==> config.mk <==
export PLATFORM = sky130hd
export DESIGN_NAME = or16_serial
export DESIGN_NICKNAME = d
export VERILOG_FILES = /design/src/rtl/gates_pkg.sv /design/src/rtl/or1.sv /design/src/rtl/or16_serial_ctrl.sv /design/src/rtl/or16_serial.sv
export SDC_FILE = /design/constraint.sdc
export NUM_CORES = 1
export LEC_CHECK = 0
export BUFFER_PORTS_ARGS = -buffer_cell sky130_fd_sc_hd__buf_2
export CAP_MARGIN = 20
export CORE_MARGIN = 8
export CORE_UTILIZATION = 53
export DETAILED_ROUTE_END_ITERATION = 10
export PLACE_DENSITY = 0.78
export SETUP_SLACK_MARGIN = 0.2
export SYNTH_ARGS = -nofsm -noshare
export SYNTH_HDL_FRONTEND = slang
export SYNTH_HIERARCHICAL = 1
export SYNTH_SLANG_ARGS = --single-unit
==> constraint.sdc <==
create_clock -name clk -period 1.6 [get_ports clk]
set_clock_uncertainty 0.05 [all_clocks]
set_input_delay 0 -clock clk [delete_from_list [all_inputs] [get_ports clk]]
set_output_delay 0 -clock clk [all_outputs]
set_load 0.05 [all_outputs]
==> src/rtl/gates_pkg.sv <==
// Shared definitions for the gates/ family: serial OR controller state encoding.
package gates_pkg;

   typedef enum logic [1:0] {
      S_IDLE  = 2'd0,
      S_SHIFT = 2'd1,
      S_DONE  = 2'd2
   } state_t;

endpackage

==> src/rtl/or1.sv <==
// 1-bit OR primitive shared by the parallel and serial OR implementations.
module or1 (
   input  logic a,
   input  logic b,
   output logic y_c
);

   assign y_c = a | b;

endmodule

==> src/rtl/or16_serial_ctrl.sv <==
// Sequencer for or16_serial: IDLE -> SHIFT (WIDTH edges) -> DONE -> IDLE, with registered handshake flags.
module or16_serial_ctrl
   import gates_pkg::*;
#(
   parameter int unsigned WIDTH = 16
) (
   input  logic clk,
   input  logic reset,
   input  logic start,
   output logic ready,
   output logic busy,
   output logic done
);

   localparam int unsigned CNTW = $clog2(WIDTH);

   state_t            state;
   logic [CNTW-1:0]   count;

   // Flags are registered alongside the state so they change only on clock edges.
   always_ff @(posedge clk) begin
      if (reset) begin
         state <= S_IDLE;
         count <= '0;
         ready <= 1'b1;
         busy  <= 1'b0;
         done  <= 1'b0;
      end else begin
         case (state)
            S_IDLE: begin
               done <= 1'b0;
               if (start) begin
                  state <= S_SHIFT;
                  count <= '0;
                  ready <= 1'b0;
                  busy  <= 1'b1;
               end
            end
            S_SHIFT: begin
               count <= count + CNTW'(1);
               if (count == CNTW'(WIDTH - 1)) begin
                  state <= S_DONE;
                  busy  <= 1'b0;
                  done  <= 1'b1;
               end
            end
            S_DONE: begin
               state <= S_IDLE;
               done  <= 1'b0;
               ready <= 1'b1;
            end
            default: begin
               state <= S_IDLE;
               count <= '0;
               ready <= 1'b1;
               busy  <= 1'b0;
               done  <= 1'b0;
            end
         endcase
      end
   end

endmodule

==> src/rtl/or16_serial.sv <==
// Bit-serial WIDTH-bit bitwise OR, LSB first, one result bit per clock.
module or16_serial
   import gates_pkg::*;
#(
   parameter int unsigned WIDTH = 16
) (
   input  logic             clk,
   input  logic             reset,
   input  logic             start,
   input  logic [WIDTH-1:0] a,
   input  logic [WIDTH-1:0] b,
   output logic             ready,
   output logic             busy,
   output logic             done,
   output logic [WIDTH-1:0] out
);

   logic [WIDTH-1:0] sa;
   logic [WIDTH-1:0] sb;
   logic             bit_c;
   logic             accept_c;

   assign accept_c = start & ready;

   or16_serial_ctrl #(
      .WIDTH (WIDTH)
   ) u_ctrl (
      .clk   (clk),
      .reset (reset),
      .start (start),
      .ready (ready),
      .busy  (busy),
      .done  (done)
   );

   or1 u_or (
      .a   (sa[0]),
      .b   (sb[0]),
      .y_c (bit_c)
   );

   // Operands are captured only on acceptance; results enter from the MSB end.
   always_ff @(posedge clk) begin
      if (reset) begin
         sa  <= '0;
         sb  <= '0;
         out <= '0;
      end else if (accept_c) begin
         sa  <= a;
         sb  <= b;
         out <= '0;
      end else if (busy) begin
         sa  <= sa >> 1;
         sb  <= sb >> 1;
         out <= {bit_c, out[WIDTH-1:1]};
      end
   end

endmodule

[Word level (Yosys, flattened, before mapping)]
Index checks and enable logic that the tools add are counted.
Word-level totals
  input bits: 35
  register bits after elaboration: 57
Cells by class
  bitwise operators: 4
  multiplexer cells: 14
  add/subtract/negate cells: 1
  reductions and logical operators: 8
  equality and inequality tests: 5
Operator list (count)
  $mux 16: 4
  $pmux 4 s3: 1
  $reduce_and 2->1: 3
  $add 4x1->4 const B: 1
  $eq 4x4->1 const B: 1
  $mux 2: 2
  $mux 4: 1
  $pmux 2 s2: 1
  $reduce_or 2->1: 2
  $mux 1: 3
  $pmux 1 s3: 1
  $reduce_and 3->1: 1
  $eq 2x1->1 const B: 1
  $eq 2x2->1 const B: 1
  $logic_not 2->1: 1
  $ne 2x1->1 const B: 1
  $ne 2x2->1 const B: 1
  $not 1->1: 2
  $pmux 1 s2: 1
  $reduce_bool 2->1: 1
  $and 1x1->1: 1
  $or 1x1->1: 1

[Depth between registers and ports, before layout]
Gate-level depths: netlist of run 1.
  depth after elaboration: 3
  gate-level depth with buffers: 5
  mapped depth without buffers: 4

[Cells and area by module]
The synthesis of run 1 kept the hierarchy.
Modules (own cells, without submodules)
  or16_serial: cells an instance 197, area an instance 1985.7 um2, sequential area each 960.9 um2, times used 1
  or16_serial_ctrl: cells an instance 40, area an instance 399.1 um2, sequential area each 180.2 um2, times used 1
  or1: cells an instance 1, area an instance 6.3 um2, sequential area each 0.0 um2, times used 1

[Least setup slack after synthesis of run 1]
OpenSTA, ideal clock, no wires.
  path kind: reg2reg
  start point: reg u_ctrl.ready
  end point: reg out[0]
  period minus slack after synthesis: 1.603 ns
  slack: -0.003 ns
  arrival time: 1.437 ns
  library setup time: 0.116 ns
  data required time: 1.434 ns
  stages on the path, launching flop included: 6
  buffers on the path: 2
  cell sequence: dfxtp_1 -> nand2_1 -> nand2b_1 -> clkbuf_1 -> buf_4 -> nor2_1
Between the ends
  word-level cells in the longest chain between the ends: 2
Ends and longest elaborated chain
  start, declared: RTL line or16_serial_ctrl.sv:10  | output logic ready,
  start signal, assigned: RTL line or16_serial_ctrl.sv:25  | ready <= 1'b1;
  start signal, assigned: RTL line or16_serial_ctrl.sv:35  | ready <= 1'b0;
  start signal, assigned: RTL line or16_serial_ctrl.sv:50  | ready <= 1'b1;
  $and 1x1->1: RTL line or16_serial.sv:23  | assign accept_c = start & ready;
  $reduce_or 2->1 (no line)
  end signal, assigned: RTL line or16_serial.sv:55  | out <= {bit_c, out[WIDTH-1:1]};
  end, declared: RTL line or16_serial.sv:15  | output logic [WIDTH-1:0] out
Every way passes these cells.
A chain may end at the register's enable or synchronous reset.

[Worst setup path in the final report of run 1]
  start point: reg u_ctrl.busy
  end point: reg sa[6]
Between the ends
  word-level cells in the longest chain between the ends: 1
Ends and longest elaborated chain
  start, declared: RTL line or16_serial_ctrl.sv:11  | output logic busy,
  start signal, assigned: RTL line or16_serial_ctrl.sv:26  | busy <= 1'b0;
  start signal, assigned: RTL line or16_serial_ctrl.sv:36  | busy <= 1'b1;
  start signal, assigned: RTL line or16_serial_ctrl.sv:43  | busy <= 1'b0;
  $reduce_bool 2->1 (no line)
  end signal, assigned: RTL line or16_serial.sv:53  | sa <= sa >> 1;
  end, declared: RTL line or16_serial.sv:18  | logic [WIDTH-1:0] sa;
Every way passes these cells.

==> qor.yml, run 1 <==
tns_ns: 0
die_area_um2: 6920
yosysSeqAreaShare_pct: 47.7
holdWs_ns: 0.0181
r2r_end: "sa[6]"
cts_tree: "yes"
die_h_um: 83.2
path_cells: "buf_12, mux2i_1, a211oi_1"
p_comb_share_pct: 12.6
p_seq_share_pct: 44.5
synth_top_area_share_pct: 47.7
wl_met2_um: 2650
critPathBufInv: 1
syn_inst: 238
rows: 24
p_sw_share_pct: 23.6
grt.total_usage_pct: 16.4
highest_layer: "met4"
tightest_slew_ns: 0.386
crit_arrival_ns: 1.46
cts-buffers-inserted: 9
route.met3.wl_um: 338
crit_path_top_delay_cell: "dfxtp_2"
antenna_found_initial: 0
netlist_top_cells_area: "dfxtp_1 (48%), mux2i_1 (19%), a211oi_1 (9.4%), nor2_1 (7.8%), buf_4 (1.9%)"
r2r_cells: 3
clk_pin_slew_ns: 0.06
period_needed_ns: 1.31
p_leak_nw: 1.37
power_density_nw_per_um2: 1090
status: "completed"
synth_edf_count: 0
htree_levels: 3
dr.pass1.iters: 4
path_class: "reg2reg"
ys_types: 35
avgSynthCellArea_um2: 10.0
ys_top_cells_by_count: "dfxtp_1 (57), nor2_1 (50), mux2i_1 (46)"
drt-initial-drc-count: 101
initial_core_util_pct: 54.9
viasPerCell: 5.25
diodes: 0
place.port_buffers: 53
num-nets-final: 357
crit_path_start_kind: "register"
drive_gt1_share_pct: 25.5
power.internal_mw: 2.69
slowest_delay_ns: 0.50
cp_data_required_time_ns: 1.76
dp_cells: 329
cts.path.max_buffers: 2
fin_area_um2: 3230
synth-warning-count: 6
die_w_um: 83.2
hp-start: "reset"
drc: 0
maxCapViolCount: 0
grt_pass1_wl_um: 9300
m1WireLength_um: 2500
max_clock_freq_mhz: 765
fin_crit_sh_pct: 81.7
hold_path.class: "in2reg"
slew_viol_final: 0
peakVddDrop_uv: 725
synth_seq_cells: 57
wl_um: 5580
drt-wirelength-per-cell_um: 14.8
grt_start_max_net_pins: 36
syn-num-nets: 274
syn2layout_area_growth_pct: 35.1
cp_top_family: "flip-flops"
cts-root-buf: "clkbuf_8"
cp_max_fo: 26
hold-path-endpoint: "u_ctrl/count[2]"
hold_viol: 0
synth.most_common_cell: "dfxtp_1"
slew_headroom_pct: 74.2
routabilityCongestion: 0.782
synth_area_um2: 2390
r2r_setup_slack_ns: 0.29
vias: 1984
io_pins: 54
p_sw_uw: 830
ys.flop_type: "dfxtp_1"
ys_async_sr_fraction_pct: 0
rsz0062_at_grt: "yes"
dp_hpwl_um: 3340
reg2reg_from: "u_ctrl/busy"
grt.overflow.total: 0
finalSetupViolCount: 0
clk_latency_ns: 0.33
core_um2: 4350
p_clk_share_pct: 42.9
first_global_vias: 2033
end_kind: "register"
final_core_util_pct: 74.2
placed_cell_area_um2: 2660
finalNonFillerCells: 378
clock-sinks: 57
ant_nets: 0
min_path_cells: 2
synth_top_area_cell: "dfxtp_1"
==> per-stage QoR <==
step	power [mW]	setup WS, ns
after floorplan	1.87	0.209
after global placement	1.95	0.357
after detailed placement	1.96	0.304
after CTS	3.53	0.246
after global routing	3.67	0.189
final	3.52	0.292
==> power groups by stage <==
stage          Combinational (mW)  Sequential [mW]  Clock (mW)
2_1_floorplan               0.283             1.58           0
3_3_place_gp                0.362             1.59           0
3_5_place_dp                0.370             1.59           0
4_1_cts                     0.435             1.56        1.53
5_1_grt                     0.481             1.57        1.61
6_report                    0.443             1.56        1.51
==> layout make-up <==
class,count,area (um^2)
fillers,305,1120
well taps,52,65.1
clock inverters,5,77.6
multi-input cells,160,1120
clock buffers,11,151
flip-flops and latches,57,1140
inverters,2,7.51
repair buffers,91,662
==> cell families after synthesis <==
logic type               synth area share (%)
flip-flops                               47.7
AO/OA/AOI/OAI                            13.1
AND/OR/NAND/NOR                          13.5
multiplexers                             19.3
buffers and inverters                    5.55
XOR/XNOR                                0.366
adder cells (fa/ha/maj)                 0.523
==> what timing repair did <==
item,CTS,global route
hold endpoints to repair,33,0
setup buffers,0,0
setup endpoints to repair,0,19
resized for setup,0,2
hold buffers,33,0
==> metal layers <==
layer  up-vias  track usage [%]
li1       1011                -
met1       914             18.5
met2        51             25.4
met3         8             7.13
met4         0             9.11
met5         -                0
==> worst register-to-register path, delay by kind of cell, from the launching register on <==
kind | cells | cell delay [ns]
multiplexers | 1 | 0.28
buffers and inverters | 1 | 0.25
AO/OA/AOI/OAI | 1 | 0.11
flip-flops | 1 | 0.50
==> placed cells by master, fill, tap and decap left out, types with 2 or more instances in the layout <==
| cell | count |
|---|---|
| buf_4 | 2 |
| nand2_1 | 4 |
| buf_2 | 53 |
| bufinv_16 | 2 |
| mux2i_1 | 46 |
| clkbuf_8 | 11 |
| nand3_1 | 3 |
| a21oi_1 | 3 |
| dlygate4sd3_1 | 33 |
| dfxtp_1 | 55 |
| nor2_1 | 50 |
| buf_12 | 2 |
| clkinv_2 | 2 |
| dfxtp_2 | 2 |
| nand3b_1 | 3 |
| a211oi_1 | 30 |
==> flip-flops by register name (all words and copies together), names as in the netlist <==
register	count
out	16
sa	16
sb	16
u_ctrl/count	4
u_ctrl/state	2
u_ctrl/busy	1
u_ctrl/done	1
u_ctrl/ready	1
==> worst max-delay path by stage <==
stage / start / end / slack, ns / cells past startpoint
after floorplan: u_ctrl/busy / out[0] / 0.21 / 5
after global placement: u_ctrl/ready / sa[11] / 0.36 / 4
after detailed placement: u_ctrl/ready / sa[7] / 0.30 / 4
after CTS: start / sa[11] / 0.25 / 6
after global routing: start / sa[2] / 0.19 / 6
final: u_ctrl/busy / sa[6] / 0.29 / 3
No activity file was read; power rests on OpenSTA's default activity.
==> run 2: changes to the inputs <==
--- a/config.mk
+++ b/config.mk
@@ -5,12 +5,13 @@
 export SDC_FILE = /design/constraint.sdc
 export NUM_CORES = 1
 export LEC_CHECK = 0
+export ABC_AREA = 1
 export BUFFER_PORTS_ARGS = -buffer_cell sky130_fd_sc_hd__buf_2
 export CAP_MARGIN = 20
 export CORE_MARGIN = 8
-export CORE_UTILIZATION = 53
+export CORE_UTILIZATION = 49
 export DETAILED_ROUTE_END_ITERATION = 10
-export PLACE_DENSITY = 0.78
+export PLACE_DENSITY = 0.75
 export SETUP_SLACK_MARGIN = 0.2
 export SYNTH_ARGS = -nofsm -noshare
 export SYNTH_HDL_FRONTEND = slang
==> constraint.sdc (replaced) <==
create_clock -name clk -period 1.2 [get_ports clk]
set_clock_uncertainty 0.05 [all_clocks]
set_input_delay 0 -clock clk [delete_from_list [all_inputs] [get_ports clk]]
set_output_delay 0 -clock clk [all_outputs]
set_load 0.05 [all_outputs]
==> qor.yml, run 2 <==
fillers: 313  # +2.6%
multi_input_area_um2: 1410  # +26%
netlist_top_cells_area: "dfxtp_1 (43%), nand2_1 (19%), nand3_1 (12%), a21oi_1 (10%), inv_1 (5.7%)"
clk_pin_slew_ns: 0.08  # +0.02 ns
hold_viol: 0  # unchanged
grt.total_usage_pct: 19.5  # +3.1 points
p_sw_mw: 1.47  # +77%
grt_start_max_net_pins: 26  # -28%
drt-wirelength-per-cell_um: 16.0  # +8.5%
drc: 0  # unchanged
slew_viol_final: 0  # unchanged
p_clk_share_pct: 36.7  # -6.2 points
path_common_cell: "nand2_1"
cts-root-buf: "clkbuf_8"
synth_top_area_cell: "dfxtp_1"
clk_latency_ns: 0.36  # +0.03 ns
p_leak_nw: 1.87  # +36%
die_area_um2: 7970  # +15%
maxCapViolCount: 0  # unchanged
fin_ws_ns: 0.0515  # -0.241 ns
hold_path.class: "in2reg"
grt_pass1_wl_um: 12100  # +30%
crit_arrival_ns: 1.37  # -0.09 ns
synth_area_um2: 2630  # +10%
p_seq_share_pct: 41.8  # -2.7 points
tns_ns: 0  # unchanged
final_cell_mix: "nand2_1 (129), nand3_1 (52), dfxtp_1 (49)"
dp_hpwl_um: 4150  # +24%
peakVddDrop_uv: 805  # +11%
tightest_slew_ns: 0.281  # -0.105 ns
fin_crit_sh_pct: 95.7  # +14 points
die_w_um: 89.3  # +7.4%
cp_top_family: "flip-flops"
avgSynthCellArea_um2: 6.66  # -34%
p_comb_share_pct: 21.5  # +8.9 points
antenna_found_initial: 0  # unchanged
wl_um: 9090  # +63%
ys_types: 20  # -43%
dr.pass1.iters: 5  # +1
cp_data_required_time_ns: 1.42  # -0.34 ns
rsz0062_at_grt: "yes"
finalSetupViolCount: 0  # unchanged
first_global_vias: 2723  # +34%
syn-num-nets: 431  # +57%
rows: 26  # +8.3%
drive_gt1_share_pct: 30.1  # +4.7 points
path_cells: "nand2_8, clkbuf_16, nand2_1, nand2_1, a21oi_1"
holdWs_ns: 0.0588  # +0.0407 ns
htree_levels: 3  # unchanged
max_clock_freq_mhz: 871  # +14%
syn_inst: 395  # +66%
power.internal_mw: 3.52  # +31%
synth_seq_cells: 57  # unchanged
core_um2: 5140  # +18%
reg2reg_from: "u_ctrl/ready"
num-nets-final: 529  # +48%
p_sw_share_pct: 29.5  # +5.9 points
initial_core_util_pct: 51.2  # -3.7 points
synth_edf_count: 0  # unchanged
io_pins: 54  # unchanged
cts-buffers-inserted: 9  # unchanged
period_needed_ns: 1.15  # -0.159 ns
yosysSeqAreaShare_pct: 43.3  # -4.4 points
pre_cts_ws_ns: 0.110  # -0.193 ns
slowest_delay_ns: 0.41  # -0.09 ns
grt.overflow.total: 0  # unchanged
syn2layout_area_growth_pct: 58.4
cts_tree: "yes"
status: "completed"
ant_nets: 0  # unchanged
ys.flop_type: "dfxtp_1"
crit_path_top_delay_cell: "dfxtp_4"
place.port_buffers: 53  # unchanged
synth_top_area_share_pct: 43.3  # -4.4 points
power_density_nw_per_um2: 1200  # +9.9%
die_h_um: 89.3  # +7.4%
hp-start: "start"
synth.most_common_cell: "nand2_1"
finalNonFillerCells: 568  # +50%
reg.largest.list: "out x16, sa x16, sb x16"
critPathBufInv: 1  # unchanged
ys_top_cells_by_count: "nand2_1 (135), nand3_1 (65), dfxtp_1 (57)"
register_area_um2: 1160  # +1.8%
final_common_cell: "nand2_1"
crit_path_start: "u_ctrl/ready"
synth-warning-count: 6  # unchanged
cp_max_fo: 12  # -54%
clock-sinks: 57  # unchanged
routabilityCongestion: 0.769  # -1.7%
diodes: 0  # unchanged
dp_cells: 505  # +53%
cts.path.max_buffers: 2  # unchanged
path_class: "reg2reg"
end_kind: "register"
viasPerCell: 5.47  # +4.3%
ys_async_sr_fraction_pct: 0  # unchanged
drt-initial-drc-count: 306  # +200%
vias: 3108  # +57%
crit_path_start_kind: "register"
slew_headroom_pct: 81.3  # +7.1 points
run 2: cell type report:
cell class / count / share of cell area, %
flip-flops and latches: 57 / 27.9
multi-input cells: 268 / 33.9
inverters: 43 / 4.17
well taps: 70 / 2.10
repair buffers: 114 / 27.2
clock inverters: 5 / 1.32
clock buffers: 11 / 3.39
run 2: metrics by stage:
stage	cell area (um^2)	utilization, %	power [mW]
6_report	4170	81.1	4.99
5_1_grt	4170	81.1	5.16
4_1_cts	3780	73.6	4.75
3_5_place_dp	3030	58.9	2.77
3_3_place_gp	3030	58.9	2.76
2_1_floorplan	2720	-	2.60
run 2: layer usage:
metal | track usage (%) | routed length (um) | vias to the layer above
li1 | - | - | 1455
met1 | 22.2 | 3430 | 1431
met2 | 33.5 | 4570 | 188
met3 | 4.32 | 745 | 34
met4 | 9.97 | 342 | 0
met5 | 0 | 0 | -
run 2: final timing paths:
check,to,slack (ns),cells after the start
max,sa[13],0.05,5
min,sb[10],0.06,4
max reg2reg,sa[13],0.05,5
min reg2reg,out[0],0.41,2
run 2: repair_timing:
item                                   4_1_cts  5_1_grt
hold buffers                                33        0
setup buffers                                5        1
endpoints found under the hold margin       38        0
setup endpoints to repair                   69       67
cloned                                       3        5
pin swaps                                    6       18
gates resized for setup                     34       66
run 2: power groups by stage:
| stage | Clock, mW | Sequential, mW | Combinational [mW] |
|---|---|---|---|
| after floorplan | 0 | 2.12 | 0.476 |
| after global placement | 0 | 2.12 | 0.634 |
| after detailed placement | 0 | 2.13 | 0.644 |
| after CTS | 1.81 | 2.07 | 0.862 |
| after global routing | 1.92 | 2.10 | 1.15 |
| final | 1.83 | 2.09 | 1.07 |
run 2: logic make-up (layout without fill, tap and decap cells):
family                     Yosys count  after routing  synth area share [%]
AOI/OAI and AO/OA                   60             60                  11.7
adders and majority gates            1              1                 0.475
buffers and inverters               70            173                  11.4
DFF                                 57             57                  43.3
and+or+nand+nor                    207            207                  33.1
run 2: worst register-to-register path: cells and delay by family, from the launching register on:
kind | cells | cell delay [ns]
flip-flops | 1 | 0.41
buffers and inverters | 1 | 0.20
AO/OA/AOI/OAI | 1 | 0.16
AND/OR/NAND/NOR | 3 | 0.23
